[src/rtl/control_m_axi_write_pkg.sv]
// control_m_axi_write_pkg: shared state type, constants and helpers for the AXI write burst issuer
package control_m_axi_write_pkg;

    typedef enum logic [1:0] {ST_IDLE, ST_CALC, ST_ISSUE, ST_DRAIN} state_e;

    localparam int LP_4K_BYTES = 4096;

    function automatic int bytes_per_beat(input int data_width);
        return data_width / 8;
    endfunction

    function automatic int log2(input int value);
        int r = 0;
        for (int i = 0; i < 31; i++)
            if ((1 << i) < value) r = i + 1;
        return r;
    endfunction

endpackage

[src/rtl/control_m_axi_write_outstanding_counter.sv]
// control_m_axi_write_outstanding_counter: tracks AW bursts still waiting for their B response
module control_m_axi_write_outstanding_counter
    import control_m_axi_write_pkg::*;
#(
    parameter int C_MAX_OUTSTANDING = 16
) (
    input  logic                                   clk,
    input  logic                                   rst_n,
    input  logic                                   incr,
    input  logic                                   decr,
    output logic [$clog2(C_MAX_OUTSTANDING+1)-1:0] count,
    output logic                                   is_full
);

    localparam int LP_W = $clog2(C_MAX_OUTSTANDING + 1);

    logic [LP_W-1:0] count_q, count_d;
    logic            dec_ok;

    // A B response with nothing outstanding cannot be ours, so it never wraps the count below zero
    always_comb begin
        dec_ok  = decr && (count_q != '0 || incr);
        count_d = (incr == dec_ok) ? count_q : incr ? count_q + LP_W'(1) : count_q - LP_W'(1);
    end

    // Count register
    always_ff @(posedge clk or negedge rst_n)
        if (!rst_n) count_q <= '0;
        else        count_q <= count_d;

    assign count   = count_q;
    assign is_full = count_q == LP_W'(C_MAX_OUTSTANDING);

endmodule

[src/rtl/control_m_axi_write_burst_issuer.sv]
// control_m_axi_write_burst_issuer: splits a write request into 4K-safe AXI bursts, forks AW and wlen, waits for B
module control_m_axi_write_burst_issuer
    import control_m_axi_write_pkg::*;
#(
    parameter int C_ADDR_WIDTH       = 64,
    parameter int C_DATA_WIDTH       = 512,
    parameter int C_XFER_SIZE_WIDTH  = 32,
    parameter int C_MAX_BURST_LENGTH = 64,
    parameter int C_MAX_OUTSTANDING  = 16
) (
    input  logic                         clk,
    input  logic                         rst_n,
    input  logic                         ctrl_start,
    input  logic [C_ADDR_WIDTH-1:0]      ctrl_addr_offset,
    input  logic [C_XFER_SIZE_WIDTH-1:0] ctrl_xfer_num_beats,
    output logic                         ctrl_done,
    output logic                         m_axi_awvalid,
    input  logic                         m_axi_awready,
    output logic [C_ADDR_WIDTH-1:0]      m_axi_awaddr,
    output logic [7:0]                   m_axi_awlen,
    input  logic                         m_axi_bvalid,
    output logic                         m_axi_bready,
    output logic                         wlen_valid,
    input  logic                         wlen_ready,
    output logic [7:0]                   wlen
);

    localparam int LP_BPB      = bytes_per_beat(C_DATA_WIDTH);
    localparam int LP_LOG2_BPB = log2(LP_BPB);
    localparam int LP_CNT_W    = $clog2(C_MAX_OUTSTANDING + 1);

    state_e                       state_q, state_d;
    logic [C_ADDR_WIDTH-1:0]      addr_q, addr_d, addr_next;
    logic [C_XFER_SIZE_WIDTH-1:0] rem_q, rem_d, rem_next, burst;
    logic [7:0]                   len_q, len_d;
    logic [8:0]                   burst_cnt;
    logic [11:0]                  calc_off;
    logic [12:0]                  to_4k;
    logic                         aw_pend_q, aw_pend_d, w_pend_q, w_pend_d;
    logic                         done_q, done_d, bready_q, bready_d;
    logic                         aw_hs, w_hs, b_hs, retire, out_full;
    logic [LP_CNT_W-1:0]          out_count;

    control_m_axi_write_outstanding_counter #(
        .C_MAX_OUTSTANDING(C_MAX_OUTSTANDING)
    ) u_outstanding (
        .clk    (clk),
        .rst_n  (rst_n),
        .incr   (aw_hs),
        .decr   (b_hs),
        .count  (out_count),
        .is_full(out_full)
    );

    // The address channel is held back only while the B window is full; wlen is never throttled
    assign m_axi_awvalid = aw_pend_q && !out_full;
    assign m_axi_awaddr  = addr_q;
    assign m_axi_awlen   = len_q;
    assign wlen_valid    = w_pend_q;
    assign wlen          = len_q;
    assign m_axi_bready  = bready_q;
    assign ctrl_done     = done_q;
    assign aw_hs         = m_axi_awvalid && m_axi_awready;
    assign w_hs          = wlen_valid && wlen_ready;
    assign b_hs          = m_axi_bvalid && m_axi_bready;
    assign retire        = state_q == ST_ISSUE && (!aw_pend_q || aw_hs) && (!w_pend_q || w_hs);
    assign burst_cnt     = {1'b0, len_q} + 9'd1;

    // Position after the current burst, and the size of the burst that starts there (or at the request start in CALC)
    always_comb begin
        addr_next = addr_q + (C_ADDR_WIDTH'(burst_cnt) << LP_LOG2_BPB);
        rem_next  = rem_q - C_XFER_SIZE_WIDTH'(burst_cnt);
        calc_off  = state_q == ST_CALC ? addr_q[11:0] : addr_next[11:0];
        to_4k     = (13'(LP_4K_BYTES) - {1'b0, calc_off}) >> LP_LOG2_BPB;
        burst     = state_q == ST_CALC ? rem_q : rem_next;
        burst     = burst > C_XFER_SIZE_WIDTH'(C_MAX_BURST_LENGTH) ? C_XFER_SIZE_WIDTH'(C_MAX_BURST_LENGTH) : burst;
        burst     = burst > C_XFER_SIZE_WIDTH'(to_4k) ? C_XFER_SIZE_WIDTH'(to_4k) : burst;
    end

    // FSM next state, AW/wlen fork bookkeeping and completion pulse
    always_comb begin
        state_d   = state_q;
        addr_d    = addr_q;
        rem_d     = rem_q;
        len_d     = len_q;
        aw_pend_d = aw_pend_q && !aw_hs;
        w_pend_d  = w_pend_q && !w_hs;
        done_d    = 1'b0;
        bready_d  = 1'b1;
        case (state_q)
            ST_IDLE: begin
                if (ctrl_start) begin
                    addr_d  = ctrl_addr_offset & ~C_ADDR_WIDTH'(LP_BPB - 1);
                    rem_d   = ctrl_xfer_num_beats;
                    state_d = ctrl_xfer_num_beats == '0 ? ST_DRAIN : ST_CALC;
                end
            end
            ST_CALC: begin
                len_d     = 8'(burst - C_XFER_SIZE_WIDTH'(1));
                aw_pend_d = 1'b1;
                w_pend_d  = 1'b1;
                state_d   = ST_ISSUE;
            end
            ST_ISSUE: begin
                if (retire) begin
                    addr_d = addr_next;
                    rem_d  = rem_next;
                    if (rem_next == '0) begin
                        state_d = ST_DRAIN;
                    end else begin
                        len_d     = 8'(burst - C_XFER_SIZE_WIDTH'(1));
                        aw_pend_d = 1'b1;
                        w_pend_d  = 1'b1;
                    end
                end
            end
            ST_DRAIN: begin
                if (out_count == '0 || (out_count == LP_CNT_W'(1) && b_hs)) begin
                    done_d  = 1'b1;
                    state_d = ST_IDLE;
                end
            end
            default: state_d = ST_IDLE;
        endcase
    end

    // State and datapath registers; reset abandons any transfer in flight
    always_ff @(posedge clk or negedge rst_n)
        if (!rst_n) begin
            state_q   <= ST_IDLE;
            addr_q    <= '0;
            rem_q     <= '0;
            len_q     <= '0;
            aw_pend_q <= 1'b0;
            w_pend_q  <= 1'b0;
            done_q    <= 1'b0;
            bready_q  <= 1'b0;
        end else begin
            state_q   <= state_d;
            addr_q    <= addr_d;
            rem_q     <= rem_d;
            len_q     <= len_d;
            aw_pend_q <= aw_pend_d;
            w_pend_q  <= w_pend_d;
            done_q    <= done_d;
            bready_q  <= bready_d;
        end

endmodule

[config.mk]
export PLATFORM = sky130hd
export DESIGN_NAME = control_m_axi_write_burst_issuer
export DESIGN_NICKNAME = d
export VERILOG_FILES = /design/src/rtl/control_m_axi_write_pkg.sv /design/src/rtl/control_m_axi_write_outstanding_counter.sv /design/src/rtl/control_m_axi_write_burst_issuer.sv
export SDC_FILE = /design/constraint.sdc
export NUM_CORES = 1
export LEC_CHECK = 0
export CAP_MARGIN = 5
export CORE_MARGIN = 2
export CORE_UTILIZATION = 40
export CTS_CLUSTER_DIAMETER = 100
export DETAILED_ROUTE_END_ITERATION = 10
export GPL_TIMING_DRIVEN = 0
export PLACE_DENSITY_LB_ADDON = 0.08
export SLEW_MARGIN = 20
export SYNTH_ARGS = -nofsm -noshare
export SYNTH_HDL_FRONTEND = slang
export SYNTH_HIERARCHICAL = 1
export SYNTH_SLANG_ARGS = --single-unit
[constraint.sdc]
create_clock -name clk -period 8.35 [get_ports clk]
set_input_delay 1.67 -clock clk [delete_from_list [all_inputs] [get_ports clk]]
set_output_delay 1.67 -clock clk [all_outputs]
set_load 0.02 [all_outputs]
# --- Yosys cells after proc, flatten, opt, wreduce, memory -nomap -nowiden ---
# Cells that the tools add are included.
word_totals:
  register_bits: 115
  in_bits: 102
  out_inout_bits: 84
  wordCells: 86
classes:
  add_sub_neg: 7
  order_cmp: 2
  n_eq_ne: 11
  mux: 28
  n_reduce_logical: 29
op_table:
  columns: ["cell", "count"]
  rows:
  - ["32-bit two-way mux", 4]
  - ["64-bit two-way mux", 2]
  - ["64-bit one-hot mux with 2 select lines", 1]
  - ["64-bit by 15-bit adder with 64-bit output", 1]
  - ["32-bit logical NOT", 2]
  - ["32-bit one-hot mux with 2 select lines", 1]
  - ["32-bit by 7-bit greater-than comparator with 1-bit output", 1]
  - ["32-bit by 7-bit greater-than comparator with 1-bit output, second input constant", 1]
  - ["32-bit by 9-bit subtractor with 32-bit output", 1]
  - ["8-bit two-way mux", 3]
  - ["8-bit one-hot mux with 2 select lines", 1]
  - ["13-bit by 12-bit subtractor with 13-bit output, first input constant", 1]
  - ["12-bit two-way mux", 1]
  - ["1-bit logical AND", 10]
  - ["2-bit two-way mux", 5]
  - ["8-bit by 1-bit adder with 9-bit output, second input constant", 1]
  - ["2-bit != test, second input constant", 4]
  - ["2-bit one-hot mux with 4 select lines", 1]
  - ["8-bit by 1-bit subtractor with 8-bit output, second input constant", 1]
  - ["1-bit two-way mux", 6]
  - ["3-bit AND reduction", 2]
  - ["5-bit by 1-bit adder with 5-bit output, second input constant", 1]
  - ["5-bit by 1-bit equality test with 1-bit output, second input constant", 1]
  - ["5-bit equality test, second input constant", 1]
  - ["other kinds (14)", 24]

# --- Logic depth before layout (Yosys ltp) ---
depth:
  ltp_word: 11
  depth_mapped: 30
  ltp_nobuf: 28

# --- By module ---
# The synthesis kept the hierarchy.
by_module_without_submodules:
  columns: ["mod", "n_inst", "cells_each", "area_each_um2", "seq_area_each_um2"]
  rows:
  - ["control_m_axi_write_burst_issuer", 1, 1015, 8092.8, 2602.5]
  - ["control_m_axi_write_outstanding_counter", 1, 37, 374.1, 125.1]

# --- Least setup slack after synthesis ---
# OpenSTA, ideal clock, no wires.
synth_timing:
  path_kind: "reg2reg"
  startpoint: "register len_q[0] (netlist: m_axi_awlen[0])"
  endpoint: "register len_q[6] (netlist: m_axi_awlen[6])"
  setup_time_ps: 125
  arrival_ps: 5990
  required_time_ps: 8225
  setup_slack_ps: 2235
  stages_incl_launch_ff: 29
  path_buffers: 2
  period_less_slack_ps: 6115
  cell_sequence: "dfrtp_1 ha_1 nand3_1 nor2_1 nand3_1 ha_1 a21o_1 or4_4 buf_6 nor2_4 nand3_2 a2111oi_2 nand4_1 a221o_2 nor2_1 ha_1 nor2b_1 o21a_1 o21ai_0 a21oi_1 nor3_1 or3_1 clkbuf_1 mux2_4 ha_1 nand4_1 a2bb2oi_1 xor2_1 mux2_2"
synth_between:
  elab_chain_len: 11
  word_cells_on_any_way: 17
  cone_classes: "5 x add/sub; 2 x order compare; 1 x eq/ne; 7 x mux; 2 x reduce/logical"
synth_rtl:
  columns: ["item", "line", "text"]
  rows:
  - ["from (decl)", "control_m_axi_write_burst_issuer.sv:35", "logic [7:0] len_q, len_d;"]
  - ["from (signal assigned)", "control_m_axi_write_burst_issuer.sv:142", "len_q <= len_d;"]
  - ["8-bit by 1-bit adder with 9-bit output *", "control_m_axi_write_burst_issuer.sv:67", "assign burst_cnt = {1'b0, len_q} + 9'd1;"]
  - ["32-bit by 9-bit subtractor with 32-bit output", "control_m_axi_write_burst_issuer.sv:72", "rem_next = rem_q - C_XFER_SIZE_WIDTH'(burst_cnt);"]
  - ["32-bit two-way mux", "control_m_axi_write_burst_issuer.sv:75", "burst = state_q == ST_CALC ? rem_q : rem_next;"]
  - ["32-bit by 7-bit greater-than comparator with 1-bit output", "control_m_axi_write_burst_issuer.sv:76", "burst = burst > C_XFER_SIZE_WIDTH'(C_MAX_BURST_LENGTH) ? C_XFER_SIZE_WIDTH'(C_MAX_BURST_LENGTH) : burst;"]
  - ["32-bit two-way mux", "control_m_axi_write_burst_issuer.sv:76", null]
  - ["32-bit by 7-bit greater-than comparator with 1-bit output", "control_m_axi_write_burst_issuer.sv:77", "burst = burst > C_XFER_SIZE_WIDTH'(to_4k) ? C_XFER_SIZE_WIDTH'(to_4k) : burst;"]
  - ["8-bit two-way mux", "control_m_axi_write_burst_issuer.sv:77", null]
  - ["8-bit by 1-bit subtractor with 8-bit output", "control_m_axi_write_burst_issuer.sv:99, control_m_axi_write_burst_issuer.sv:111", null]
  - ["8-bit two-way mux", "control_m_axi_write_burst_issuer.sv:108", "if (rem_next == '0) begin"]
  - ["8-bit two-way mux", "control_m_axi_write_burst_issuer.sv:105", "if (retire) begin"]
  - ["8-bit one-hot mux with 2 select lines", "control_m_axi_write_burst_issuer.sv:90", "case (state_q)"]
# Mark *: on every way between the ends. The rest lies on a longest branch, timed or not. The select of a mux whose other input is x is not followed.
# A chain may end at the register's enable or synchronous reset.

# --- Final worst setup path ---
layout_timing:
  startpoint: "register len_q[0] (netlist: m_axi_awlen[0])"
  endpoint: "register len_q[4] (netlist: m_axi_awlen[4])"
# Same word-level chain as after synthesis.

==> metrics.txt <==
Synth area leader=dfrtp_1; Final #Nets=1385; die height=around 150 um; MaxCap Viol Count=0; Synth Register Bits=approximately 110; reg2reg start=m_axi_awlen[0]; drt drc=0; minimum hold slack=0.4852 ns; post-DP HPWL=23310 um; critical path class=register to register; Synth area leaders=dfrtp_1 (32%), a21oi_1 (6.5%), ha_1 (5.5%); HP Class=register to register; post-CTS sizing=0; Final period util=84.29%; Fin. Hold Viols=0; Total GRT Usage=27.79%; first-pass detailed-route iteration total=5; DP Area=between 10000 and 15000 um2; Starting Density=40.53%; H-tree levels=3; Clk pin slew, worst setup/hold paths=0.08 ns; share of cells above drive strength 1=5.132%; slew of the pin with the lowest slew margin=0.9959 ns; crit path DAT=about 7.3 ns; clk_lat worst skew=0.37 ns; first-pass GRT wire length=47650 um; Critical Path Source=m_axi_awlen[0]; Die X=149.5 um; initial antenna violation count=0; Final Setup Violations=0; reg2reg path depth=28; post-layout total power=5.839 mW; Seq/Total Area, Yosys=32.22%; # rows=53; synth unique cells=78; GP Congestion=0.9269; top-count cell post-synth=a21oi_1; clk sinks=roughly 110; Post-CTS Setup Repair Bufs=0; fin crit period=7.038 ns; fill count=slightly above 2k; IO Count=186; CTS tree=done; Overflow after GRT=0; Ys Warns=6; clk_skew=between 0.015 and 0.02 ns; PortBufs=173; crit path max fanout=10; startpoint types=register; full die area=22350 um2; Crit path buffers/inverters=2; required time worst endpoint=8.59 ns; Setup crit end=m_axi_awlen[4]; Main synth FF type=dfrtp_1; Core ar.=20890 um2; setup TNS=0 ns; cell area after layout=about 11000 um2; drt wl/cell=20.32 um; Reg2Reg Capture Point=m_axi_awlen[4]; achievable clock frequency=0.1421 GHz; slowest cell delay on critical path=between 0.5 and 0.6 ns; area of the multi-input gates=5310 um2; Post-synth top cells=a21oi_1 (110), dfrtp_1 (109), nand2_1 (108), nor2_1 (82), o21ai_0 (57); vias in the first global route=between 8k and 9k; mapped cell area=roughly 8500 um2; area share of the largest cell type after synthesis=32.22%; antenna-violating nets left=0; number of diodes=0; ys async rst share=100.0%; initial drt markers=726; Pwr Density=approximately 540 nW/um2; area grow syn2layout=28.42%; RSZ-0062 raised after global routing=false; Root Buffer=clkbuf_16; Slew Limit Fails=0; largest net degree at the start of global routing=74; CTS max path bufs=2; synthesized instance count=approximately 1.1k; Max stage delay cell, worst path=a221o_2; cell repeated most along the worst path=ha_1; Peak supply drop=0.1922 mV; Post-synth EDFFs=0; outcome=completed; Routed WL=roughly 31000 um; CP endpoint kind=register; post-layout util=a little over half; number of buffers created by CTS=9; FF/Latch Area=2728 um2; syn_area_per_cell=8.048 um2; WP depth=28; Pleak=4.316 nW; post-cts hold buffer count=0; drt via density=5.911; Slew HR=about 34%; delay-heaviest family, CP=simple AND/OR/NAND/NOR gates; Reg2Reg Setup Slack=1.31 ns; via count=8996
-- metal layers --
metal | up-vias | GRT usage (%) | wire (um)
li1 | 4278 | - | -
met1 | 4323 | 39.61 | 14050
met2 | 354 | 43.92 | 14200
met3 | 41 | 3.750 | 1974
met4 | 0 | 8.381 | 705
met5 | - | 0 | 0
-- cell families (layout without fill, tap and decap cells) --
group | Yosys count | after routing | share of synthesized area (%)
other | 2 | 7 | 0.08870
buffers and inverters | 106 | 296 | 5.408
AND/OR/NAND/NOR | 381 | 381 | 22.51
AO/OA/AOI/OAI | 341 | 341 | 25.28
flip-flops | 109 | 109 | 32.22
adder cells (fa/ha/maj) | 40 | 40 | 6.177
multiplexers | 40 | 40 | 4.906
XOR/XNOR | 33 | 33 | 3.414
-- cells in the final DEF (no fill, tap or decap), types with 4 or more instances in the layout --
cell type and n:
o22ai_1 56, a211oi_1 9, nand3_1 37, or3_1 14, ha_1 37, xor2_1 11
a31o_2 10, clkbuf_16 9, o31ai_1 7, nand4_1 21, nor2b_1 7, nand2b_1 11
nor2_1 82, a21oi_1 110, nor4_1 13, or2_2 4, a31oi_1 12, clkbuf_1 45
a22oi_1 4, conb_1 7, a21o_1 13, and2_1 6, buf_4 14, o21a_1 11
buf_1 8, nand2_1 108, a311oi_1 12, o211ai_1 4, o21ai_0 57, and3_1 22
mux2i_1 34, and4_1 4, clkdlybuf4s50_1 172, dfrtp_1 109, xnor2_1 22, nor3_1 34
inv_1 39
-- how the worst min path moves through the flow --
stage / slack (ns) / cells after the start / to / start
floorplan: 0.45 / 2 / rem_q[0] / rem_q[0]
detailed placement: 0.47 / 2 / rem_q[0] / rem_q[0]
global placement: 0.46 / 2 / rem_q[0] / rem_q[0]
global route: 0.51 / 2 / rem_q[0] / rem_q[0]
CTS: 0.49 / 2 / rem_q[0] / rem_q[0]
finish: 0.49 / 2 / rem_q[0] / rem_q[0]
-- power by group --
part	total [mW]	switching, mW	internal, mW	leakage, nW
combinational	4.20	2.53	1.67	2.92
clock	0.427	0.223	0.205	0.124
sequential	1.21	0.393	0.815	1.27
-- per-stage QoR --
| stage | worst slack [ns] | cells |
|---|---|---|
| floorplan | 2.235 | 1057 |
| global placement | 0.9228 | 1505 |
| detailed placement | 1.330 | 1507 |
| CTS | 1.270 | 1522 |
| global route | 0.7509 | 1522 |
| finish | 1.312 | 1522 |
-- area by class of cell --
cell class              instances  area share (%)
clock inverters                 4          0.3222
clock buffers                  11           2.140
well taps                     275           3.165
inverters                      40           1.381
flip-flops and latches        109           25.09
multi-input cells             842           48.84
repair buffers                175           16.24
plain buffers                  66           2.831
-- tightest hold or removal path, cell delays in order (launching register included) --
cell     delay (ns)
dfrtp_1        0.35
nand2_1        0.05
o21ai_0        0.06
-- sequential cells by signal (all words and copies together), names as in the netlist --
| register | count |
|---|---|
| m_axi_awlen | 8 |
| aw_pend_q | 1 |
| state_q | 2 |
| u_outstanding/count | 5 |
| ctrl_done | 1 |
| m_axi_bready | 1 |
| rem_q | 32 |
| m_axi_awaddr | 58 |
| wlen_valid | 1 |
Note: power is estimated with default switching activity, not from simulation.
